**src/rtl/ahb_arbiter_if.sv**
```systemverilog
// ahb_arbiter_if: shared master count and the arbitration bus bundle between masters and the arbiter.
package param_pkg;
    localparam int NUM_MASTERS = 4;
    localparam int MW = $clog2(NUM_MASTERS);
endpackage

interface ahb_arbiter_if;
    import param_pkg::*;
    logic [NUM_MASTERS-1:0] Hbusreq_M;
    logic [NUM_MASTERS-1:0] Hlock_M;
    logic [1:0]             Htrans;
    logic [2:0]             Hburst;
    logic                   Hready;
    logic [NUM_MASTERS-1:0] Hgrant_M;
    logic [MW-1:0]          Hmaster;
    logic [MW-1:0]          Hmaster_data;
    logic                   Hmastlock;
    modport master (output Hbusreq_M, Hlock_M, Htrans, Hburst, Hready,
                    input Hgrant_M, Hmaster, Hmaster_data, Hmastlock);
    modport slave (input Hbusreq_M, Hlock_M, Htrans, Hburst, Hready,
                   output Hgrant_M, Hmaster, Hmaster_data, Hmastlock);
endinterface

```
**src/rtl/ahb_arbiter.sv**
```systemverilog
// ahb_arbiter: round-robin AHB bus arbiter with fixed-length burst protection and locked transfers.
module ahb_arbiter
    import param_pkg::*;
(
    input logic         Hclk,
    input logic         Hreset,
    ahb_arbiter_if.slave b
);
    typedef enum logic [1:0] {ARB, BURST, LOCKED} state_t;
    state_t        state;
    logic [4:0]    cnt;
    logic [4:0]    len_m1;
    logic [MW-1:0] ptr, g, win;
    logic          found, lock_g, fixed_nonseq, rearb;
    always_comb begin
        g = '0;
        win = '0;
        found = 1'b0;
        for (int i = 0; i < NUM_MASTERS; i++)
            if (b.Hgrant_M[i]) g = MW'(i);
        for (int i = 1; i <= NUM_MASTERS; i++)
            if (!found && b.Hbusreq_M[MW'((int'(ptr) + i) % NUM_MASTERS)]) begin
                win = MW'((int'(ptr) + i) % NUM_MASTERS);
                found = 1'b1;
            end
    end
    assign lock_g       = b.Hlock_M[g];
    assign fixed_nonseq = b.Htrans == 2'd2 && b.Hburst >= 3'd2;
    assign len_m1       = b.Hburst < 3'd4 ? 5'd3 : b.Hburst < 3'd6 ? 5'd7 : 5'd15;
    // Handover happens one beat early so the next owner's address phase overlaps the last data beat
    assign rearb = !lock_g && (state == LOCKED || (state == ARB && !fixed_nonseq) ||
                   (state == BURST && (b.Htrans == 2'd0 || (b.Htrans == 2'd3 && cnt == 5'd2))));
    always_ff @(posedge Hclk or posedge Hreset) begin
        if (Hreset) begin
            state          <= ARB;
            cnt            <= '0;
            ptr            <= '0;
            b.Hgrant_M     <= NUM_MASTERS'(1);
            b.Hmaster      <= '0;
            b.Hmaster_data <= '0;
            b.Hmastlock    <= 1'b0;
        end else if (b.Hready) begin
            b.Hmaster      <= g;
            b.Hmaster_data <= b.Hmaster;
            b.Hmastlock    <= lock_g;
            if (rearb) begin
                b.Hgrant_M <= found ? NUM_MASTERS'(1) << win : NUM_MASTERS'(1);
                if (found) ptr <= win;
            end
            if (lock_g) begin
                state <= LOCKED;
                cnt   <= '0;
            end else if (state == ARB && fixed_nonseq) begin
                state <= BURST;
                cnt   <= len_m1;
            end else if (state == BURST && b.Htrans == 2'd0) begin
                state <= ARB;
                cnt   <= '0;
            end else if (state == BURST && b.Htrans == 2'd3) begin
                cnt <= cnt - 5'd1;
                if (cnt == 5'd1) state <= ARB;
            end else if (state == LOCKED) begin
                state <= ARB;
            end
        end
    end
endmodule

```
**src/flat_wrapper.sv**
```systemverilog
// flat-port wrapper written by rule: the top's interface ports become plain ports
module ahb_arbiter_flat import param_pkg::*;
  (Hclk, Hreset, b_Hbusreq_M, b_Hlock_M, b_Htrans, b_Hburst, b_Hready, b_Hgrant_M, b_Hmaster, b_Hmaster_data, b_Hmastlock);
  ahb_arbiter_if b_i ();
  input logic Hclk;
  input logic Hreset;
  input wire logic [$bits(b_i.Hbusreq_M)-1:0] b_Hbusreq_M;
  input wire logic [$bits(b_i.Hlock_M)-1:0] b_Hlock_M;
  input wire logic [$bits(b_i.Htrans)-1:0] b_Htrans;
  input wire logic [$bits(b_i.Hburst)-1:0] b_Hburst;
  input wire logic [$bits(b_i.Hready)-1:0] b_Hready;
  output wire logic [$bits(b_i.Hgrant_M)-1:0] b_Hgrant_M;
  output wire logic [$bits(b_i.Hmaster)-1:0] b_Hmaster;
  output wire logic [$bits(b_i.Hmaster_data)-1:0] b_Hmaster_data;
  output wire logic [$bits(b_i.Hmastlock)-1:0] b_Hmastlock;
  assign b_i.Hbusreq_M = b_Hbusreq_M;
  assign b_i.Hlock_M = b_Hlock_M;
  assign b_i.Htrans = b_Htrans;
  assign b_i.Hburst = b_Hburst;
  assign b_i.Hready = b_Hready;
  assign b_Hgrant_M = b_i.Hgrant_M;
  assign b_Hmaster = b_i.Hmaster;
  assign b_Hmaster_data = b_i.Hmaster_data;
  assign b_Hmastlock = b_i.Hmastlock;
  ahb_arbiter u_core (.Hclk(Hclk), .Hreset(Hreset), .b(b_i));
endmodule
```
**config.mk**
```make
export PLATFORM = sky130hd
export DESIGN_NAME = ahb_arbiter_flat
export DESIGN_NICKNAME = d
export VERILOG_FILES = /design/src/rtl/ahb_arbiter_if.sv /design/src/rtl/ahb_arbiter.sv /design/src/flat_wrapper.sv
export SDC_FILE = /design/constraint.sdc
export NUM_CORES = 1
export LEC_CHECK = 0
export ABC_AREA = 1
export BUFFER_PORTS_ARGS = -buffer_cell sky130_fd_sc_hd__buf_4
export CAP_MARGIN = 20
export CORE_ASPECT_RATIO = 0.9
export CORE_UTILIZATION = 30
export DETAILED_ROUTE_END_ITERATION = 10
export GPL_TIMING_DRIVEN = 0
export PLACE_DENSITY = 0.48
export REMOVE_ABC_BUFFERS = 1
export SLEW_MARGIN = 20
export SYNTH_ARGS = -nofsm -noshare
export SYNTH_HDL_FRONTEND = slang
export SYNTH_SLANG_ARGS = --single-unit
```
**constraint.sdc**
```tcl
create_clock -name Hclk -period 3.15 [get_ports Hclk]
set_input_delay 0.63 -clock Hclk [delete_from_list [all_inputs] [get_ports Hclk]]
set_output_delay 0.63 -clock Hclk [all_outputs]
set_load 0.1 [all_outputs]
```
# Yosys cells after proc, flatten, opt, wreduce, memory -nomap -nowiden
# Index checks and enable logic that the tools add are counted.
[totals]
reg_bits = 18
input_bits = 16
output_inout_bits = 9
elab_cells = 93
[op_classes]
addsub = 5
magnitude_cmp = 8
n_eq_ne = 7
shift = 1
mux = 38
reduce_logical = 27
[ops]
columns = ["op", "n"]
rows = [
  ["two-way mux 5 bit", 5],
  ["two-way mux 2 bit", 12],
  ["< comparator 2 x 4 -> 1 bit (second input constant)", 4],
  ["two-way mux 1 bit", 14],
  ["logical AND 1 bit", 11],
  ["binary-select mux 1 bit (select 2 bit)", 5],
  ["two-way mux 4 bit", 2],
  ["== test 2 bit (second input constant)", 3],
  ["< comparator 3 bit (second input constant)", 2],
  ["AND reduction 3 bit", 2],
  ["== test 5 x 1 -> 1 bit (second input constant)", 1],
  ["== test 5 x 2 -> 1 bit (second input constant)", 1],
  ["logical NOT 1 bit", 5],
  ["!= test 5 x 2 -> 1 bit (second input constant)", 1],
  ["nonzero test 5 bit", 1],
  ["subtractor 5 x 1 -> 5 bit (second input constant)", 1],
  ["adder 2 x 1 -> 2 bit (second input constant)", 2],
  ["adder 2 bit (second input constant)", 2],
  ["logical NOT 2 bit", 2],
  ["AND reduction 2 bit", 2],
  ["nonzero test 4 bit", 1],
  ["left shift 1 x 2 -> 4 bit (first input constant)", 1],
  [">= comparator 3 x 2 -> 1 bit (second input constant)", 1],
  ["logical OR 1 bit", 3],
  ["2 further kinds", 2],
]

# Logic depth before layout (Yosys ltp)
# Gate-level depths: netlist of the first run.
[depth]
word_depth = 16
depth_mapped = 13
mapped_depth_nobuf = 12

# Worst setup path before layout of the first run
# Ideal clock, no wire load.
[synth_path]
kind = "register to register"
from = "reg u_core.b.Hgrant_M[2]"
to = "reg u_core.b.Hgrant_M[3]"
arrival_ps = 1909
required_time_ps = 3082
slack_ps = 1173
stages_incl_launch_ff = 11
path_buffers = 0
period_less_slack_ps = 1977
cell_sequence = "dfrtp_1 -> inv_1 -> nand2_1 -> nand3_1 -> nand3_1 -> nand3_1 -> nor2_4 -> nand2_4 -> nor2_1 -> nand2_1 -> nand2_1"
[synth_between]
elab_chain_cells = 7
[synth_rtl]
columns = ["element", "line", "text"]
rows = [
  ["start, declared", "ahb_arbiter_if.sv:21", "output Hgrant_M, Hmaster, Hmaster_data, Hmastlock);"],
  ["start signal, assigned", "ahb_arbiter.sv:47", "b.Hgrant_M <= found ? NUM_MASTERS'(1) << win : NUM_MASTERS'(1);"],
  ["two-way mux 2 bit (2 in series)", "ahb_arbiter.sv:20", "if (b.Hgrant_M[i]) g = MW'(i);"],
  ["binary-select mux 1 bit (select 2 bit)", "ahb_arbiter.sv:27", "assign lock_g = b.Hlock_M[g];"],
  ["two-way mux 1 bit (implied by the code)", "ahb_arbiter.sv:27", ""],
  ["logical NOT 1 bit", "ahb_arbiter.sv:31", "assign rearb = !lock_g && (state == LOCKED || (state == ARB && !fixed_nonseq) ||"],
  ["logical AND 1 bit", "ahb_arbiter.sv:31", ""],
  ["AND reduction 2 bit (no source line)", "-", ""],
]
# No other way between the ends. The select of a mux whose other input is x is not followed.
# A chain may end at the register's enable or synchronous reset.

# Worst setup path after layout of the first run
[layout_path]
from = "reg u_core.b.Hgrant_M[0]"
to = "out b_Hgrant_M[0]"
[layout_rtl]
columns = ["element", "line", "text"]
rows = [
  ["end, declared", "flat_wrapper.sv:12", "output wire logic [$bits(b_i.Hgrant_M)-1:0] b_Hgrant_M;"],
]
# No word-level cell between the ends.

==> impl_metrics.ini, run 1 <==
[timing]
tns_ns = 0
setup_viol = 0
slew_viol_final = 0
tightest_slew_ns = 0.738
fin_crit_sh_pct = 54.1
fmax_ghz = 0.587
finalClockSkew_ns = 0.00386
grt_setup_unrepaired = no
hold_viol_final = 0
relSlewSlack_pct = 50.8
layout_min_cycle_time_ns = 1.70

[final_layout]
drive_gt1_share_pct = 20.6
layout_commonest_cell = nand2_1
final_cell_mix = 78 x nand2_1, 24 x inv_1, 23 x nand3_1, 23 x buf_4
fill_cells = 472
antennaDiodeCount = 0
fin_cells = 298
nets = 258
fin_util_pct = 39.2
syn_to_final_growth_pct = 21.1

[setup_path]
worstPathMaxFanout = 2
crit_start = u_core.b.Hgrant_M[0]
required_ns = 2.52
r2r-start = u_core.ptr[0]
slowest_delay_ns = 0.53
path_buf_inv = 1
crit_family = flip-flops
crit_type = reg2out
cp_cell_sequence = buf_4
start_kind = flip-flop
endpoint_kind = output pin
r2r_slack_ns = 1.49
worstSetupPathDepth = 1
reg2reg_depth = 10
crit_end = b_Hgrant_M[0]
r2r_end = u_core.b.Hgrant_M[0]
slowest_stage = dfstp_2
arrival_ns = 1.07

[clock_network]
cts_sinks = 18
holdBufCountCts = 0
clock-root-buffer = clkbuf_8
ctsHtreeMaxLevel = 1
cts_setup_buffers = 0
cts_buffers = 3
clkLatencyLatePin_ns = 0.26
tritoncts = built
cts.path.max_buffers = 2
clkTransAtPathRegs_ns = 0.07
cts-resized-gates = 0

[routing]
vias = 1298
routed_wl_um = 3080
first_pass_iters = 4
antenna_left = 0
drc = 0
routed_via_density = 4.36
routedWlPerCell_um = 10.3
drtIter0Drc = 61

[flow_run]
max-cap-violations = 0

[placement]
io_buffer_count = 23
routabilityCongestion = 0.758
dpl.hpwl_um = 2370
dp_cells = 294

[floorplanning]
ioPinCount = 25
die_h_um = 66.0
dieArea_sq_um = 4820
die_w_um = 73.1
start_util_pct = 32.4
rows = 22
core-area_sq_um = 4210

[worst_hold_path]
hold_path_class = reg2reg

[yosys]
ys_ff_latch = 18
synth_warnings = 0
syn_inst = 213
syn_area_per_cell_sq_um = 6.40
ys_types = 27
synth_edf_count = 0
syn-cell-area_sq_um = 1360
synthFlopType = dfrtp_1
synthArstFlopShare_pct = 100
synth_seq_area_share_pct = 33.1

[run_status]
status = finished clean

[global_routing]
grt_first_pass_wirelength_um = 5420
grt_overflow = 0
antenna_found_initial = 0
grt_pass1_vias = 1202
grt_usage_pct = 14.7
grt_start_max_net_pins = 19

[power_and_ir_drop]
ir_drop_uv = 479
p_leak_nw = 0.922
total_power_mw = 1.89
cellPowerDensity_nw_per_um2 = 1140
## stage by stage
step                cell area [sq um]  setup slack [ns]  hold slack (ns)
finish                           1650              1.45            0.477
detailed placement               1600              1.17            0.461
floorplan                        1350              1.18            0.478
global route                     1650              1.25            0.522
global placement                 1600              1.15            0.460
CTS                              1650              1.43            0.480
## state kept, by name (all words and copies together) (netlist names)
name	flops
u_core.cnt	5
u_core.ptr	2
u_core.b.Hmaster	2
u_core.b.Hmaster_data	2
u_core.state	2
u_core.b.Hmastlock	1
u_core.b.Hgrant_M	4
## where the power goes
| group | switching, mW | total (mW) | internal, mW |
|---|---|---|---|
| clock network | 0.0836 | 0.195 | 0.111 |
| registers | 0.102 | 0.431 | 0.329 |
| logic | 0.908 | 1.26 | 0.354 |
## layer usage
metal	up-vias	global-route usage (%)	share of wire (%)
li1	712	-	-
met1	562	22.0	58
met2	19	20.4	37
met3	5	3.66	3.9
met4	0	4.41	1.1
met5	-	0	0
## synthesized netlist by cell type, types with 2 or more instances
cell type	number	area, sq um
nand2_4	2	22.5
nand3_1	23	115
inv_1	24	90.1
inv_2	4	15.0
dfrtp_1	17	425
ha_1	3	37.5
nor2_1	17	63.8
nand2_2	10	62.6
o21ai_1	2	10.0
o21ai_0	10	50.1
a21oi_1	3	15.0
nand3b_1	2	15.0
xor2_1	2	17.5
nor2_2	2	12.5
nand4_1	3	18.8
nand2_1	78	293
## cell families (layout without fill, tap and decap cells)
kind of cell	Yosys count	in the layout	share of synthesized area [%]
compound gates	17	17	6.51
buf+inv	32	57	9.72
flops	18	18	33.1
xor+xnor	2	2	1.28
simple gates	141	141	46.6
fa+ha+maj	3	3	2.75
## how the worst min path moves through the flow
stage	from	slack [ns]	end	cells past startpoint
floorplan	u_core.cnt[1]	0.48	u_core.cnt[1]	2
global placement	u_core.b.Hmaster_data[1]	0.46	u_core.b.Hmaster_data[1]	2
detailed placement	u_core.b.Hmaster_data[1]	0.46	u_core.b.Hmaster_data[1]	2
CTS	u_core.b.Hmaster_data[1]	0.48	u_core.b.Hmaster_data[1]	2
global route	u_core.b.Hmaster_data[1]	0.52	u_core.b.Hmaster_data[1]	2
finish	u_core.b.Hmaster_data[1]	0.48	u_core.b.Hmaster_data[1]	2
## layout make-up
cell class                      count  area [sq um]  share of cell area, %
Tap cell                           60          75.1                   4.55
Multi-Input combinational cell    163           779                   47.2
Sequential cell                    18           452                   27.3
Inverter                           30           118                   7.12
Clock buffer                        4          55.1                   3.33
Timing Repair Buffer               23           173                   10.5
(Power assumes the default switching activity.)
==> run 2, diff against run 1 <==
Settings changed: PLACE_DENSITY 0.48 to 0.5.
Clock period 3.15 ns to 1.5 ns, I/O delays scaled along.
==> run 2 against run 1 <==
Compared with the run above:
- the run now ends with negative setup slack left
- via count is 11% higher
- count of clock-buffer cells in the layout stayed put
- first-iteration DRC count is 3.3% lower
- global-route usage hardly changed
- sequential share of layout area is 4.8 points lower
- register-to-register slack worse by 1.5 ns
- critical path depth is 10 higher
- worst setup slack worse by 1.5 ns
- cell count is 3.7% higher
- final area is 23% higher
- non-clock buffer count is 10 higher
- critical path type is now reg2reg
- critical endpoint is now u_core.b.Hgrant_M[2]
==> impl_metrics.ini, run 2 (synthesis results as in run 1) <==
[run_status]
status = finished with violations
violations = negative setup slack

[global_routing]
grt_usage_pct = 14.7
grt_overflow = 0
grt_first_pass_wirelength_um = 5530
grt_start_max_net_pins = 19
grt_pass1_vias = 1239
antenna_found_initial = 0

[worst_hold_path]
hold_path_class = in2async

[timing]
tightest_slew_ns = 0.694
finalClockSkew_ns = 0.0101
fmax_ghz = 0.653
hold_viol_final = 0
layout_min_cycle_time_ns = 1.53
grt_setup_unrepaired = yes
tns_ns = -0.0622
timing.final.ws_setup_ns = -0.0309
relSlewSlack_pct = 53.7
fin_crit_sh_pct = 102
slew_viol_final = 0
setup_viol = 3

[placement]
io_buffer_count = 23
routabilityCongestion = 0.771
dpl.hpwl_um = 2330
dp_slack_ns = -0.137

[routing]
drc = 0
routed_via_density = 4.66
vias = 1441
antenna_left = 0
drtIter0Drc = 59
routed_wl_um = 3590
routedWlPerCell_um = 11.6
first_pass_iters = 4

[clock_network]
cts_buffers = 3
tritoncts = built
clkLatencyLatePin_ns = 0.26
clock-root-buffer = clkbuf_8
cts_sinks = 18
ctsHtreeMaxLevel = 1
cts.path.max_buffers = 2
clkTransAtPathRegs_ns = 0.08

[final_layout]
nets = 269
largest_reg_flops = 5
top_regs = u_core.cnt: 5 flops, u_core.b.Hgrant_M: 4 flops
drive_gt1_share_pct = 46.6
layout_commonest_cell = nand2_1
fill_cells = 436
antennaDiodeCount = 0
syn_to_final_growth_pct = 48.7
final_cell_mix = 57 x nand2_1, 32 x buf_4, 19 x nand2_4, 17 x inv_1, 15 x nand2_2
largest-register = u_core.cnt

[floorplanning]
die_w_um = 73.1
core-area_sq_um = 4210
die_h_um = 66.0
dieArea_sq_um = 4820
ioPinCount = 25
start_util_pct = 32.4
rows = 22

[setup_path]
r2r-start = u_core.ptr[0]
crit_type = reg2reg
r2r_end = u_core.b.Hgrant_M[2]
worstPathMaxFanout = 7
endpoint_kind = flip-flop
reg2reg_depth = 11
required_ns = 1.65
r2r_slack_ns = -0.03
start_kind = flip-flop
arrival_ns = 1.68

[flow_run]
max-cap-violations = 0
-- run 2: worst max path at each step --
stage	start	end	slack, ns
after floorplan	u_core.b.Hgrant_M[2]	u_core.b.Hgrant_M[3]	-0.47
final	u_core.ptr[0]	u_core.b.Hgrant_M[2]	-0.03
after detailed placement	b_Hburst[1]	u_core.cnt[0]	-0.14
after global routing	u_core.ptr[0]	u_core.b.Hgrant_M[2]	-0.12
after global placement	b_Hburst[1]	u_core.cnt[4]	-0.17
after CTS	u_core.cnt[2]	u_core.b.Hgrant_M[3]	0.0008
-- run 2: repair_timing --
| item | 4_1_cts | 5_1_grt |
|---|---|---|
| resized for setup | 5 | 84 |
| cloned | 0 | 1 |
| endpoints found under the hold margin | 0 | 0 |
| hold buffers | 0 | 0 |
| pin swaps | 1 | 22 |
| setup buffers | 1 | 9 |
| endpoints found under the setup margin | 13 | 13 |
-- run 2: worst max-delay path, cell delays in order (launching register included) --
cell	delay, ns
dfrtp_2	0.50
buf_6	0.16
nand2_4	0.06
nand2_4	0.07
nand2_4	0.08
nand2_4	0.07
nor2_4	0.12
nand3_4	0.10
nand2_4	0.10
inv_2	0.05
nand3_2	0.05
nand2_1	0.05
-- run 2: through the flow --
step                area [sq um]  std cells  hold slack (ns)  utilization, %
global route                2030        309            0.232            48.2
detailed placement          1600        294            0.459            37.9
finish                      2030        309            0.141            48.2
global placement            1600        294            0.457            37.9
CTS                         1660        299            0.180            39.5
floorplan                   1350        211            0.238               -
-- run 2: layer usage --
metal | GRT usage [%] | up-vias | wire [um]
met5 | 0 | - | 0
met4 | 2.21 | 0 | 25
met3 | 3.66 | 2 | 167
met2 | 22.7 | 31 | 1660
met1 | 20.8 | 666 | 1750
li1 | - | 742 | -
-- run 2: layout make-up --
cell class	instances	area (sq um)	area share, %
Clock buffer	4	45.0	2.22
Inverter	30	123	6.05
Multi-Input combinational cell	164	1080	53.1
Sequential cell	18	458	22.6
Tap cell	60	75.1	3.70
Timing Repair Buffer	33	251	12.4
Power of run 2 is left out: the tool's default activity adds up to more than one toggle a clock period on the data nets, which glitch-free logic cannot reach.
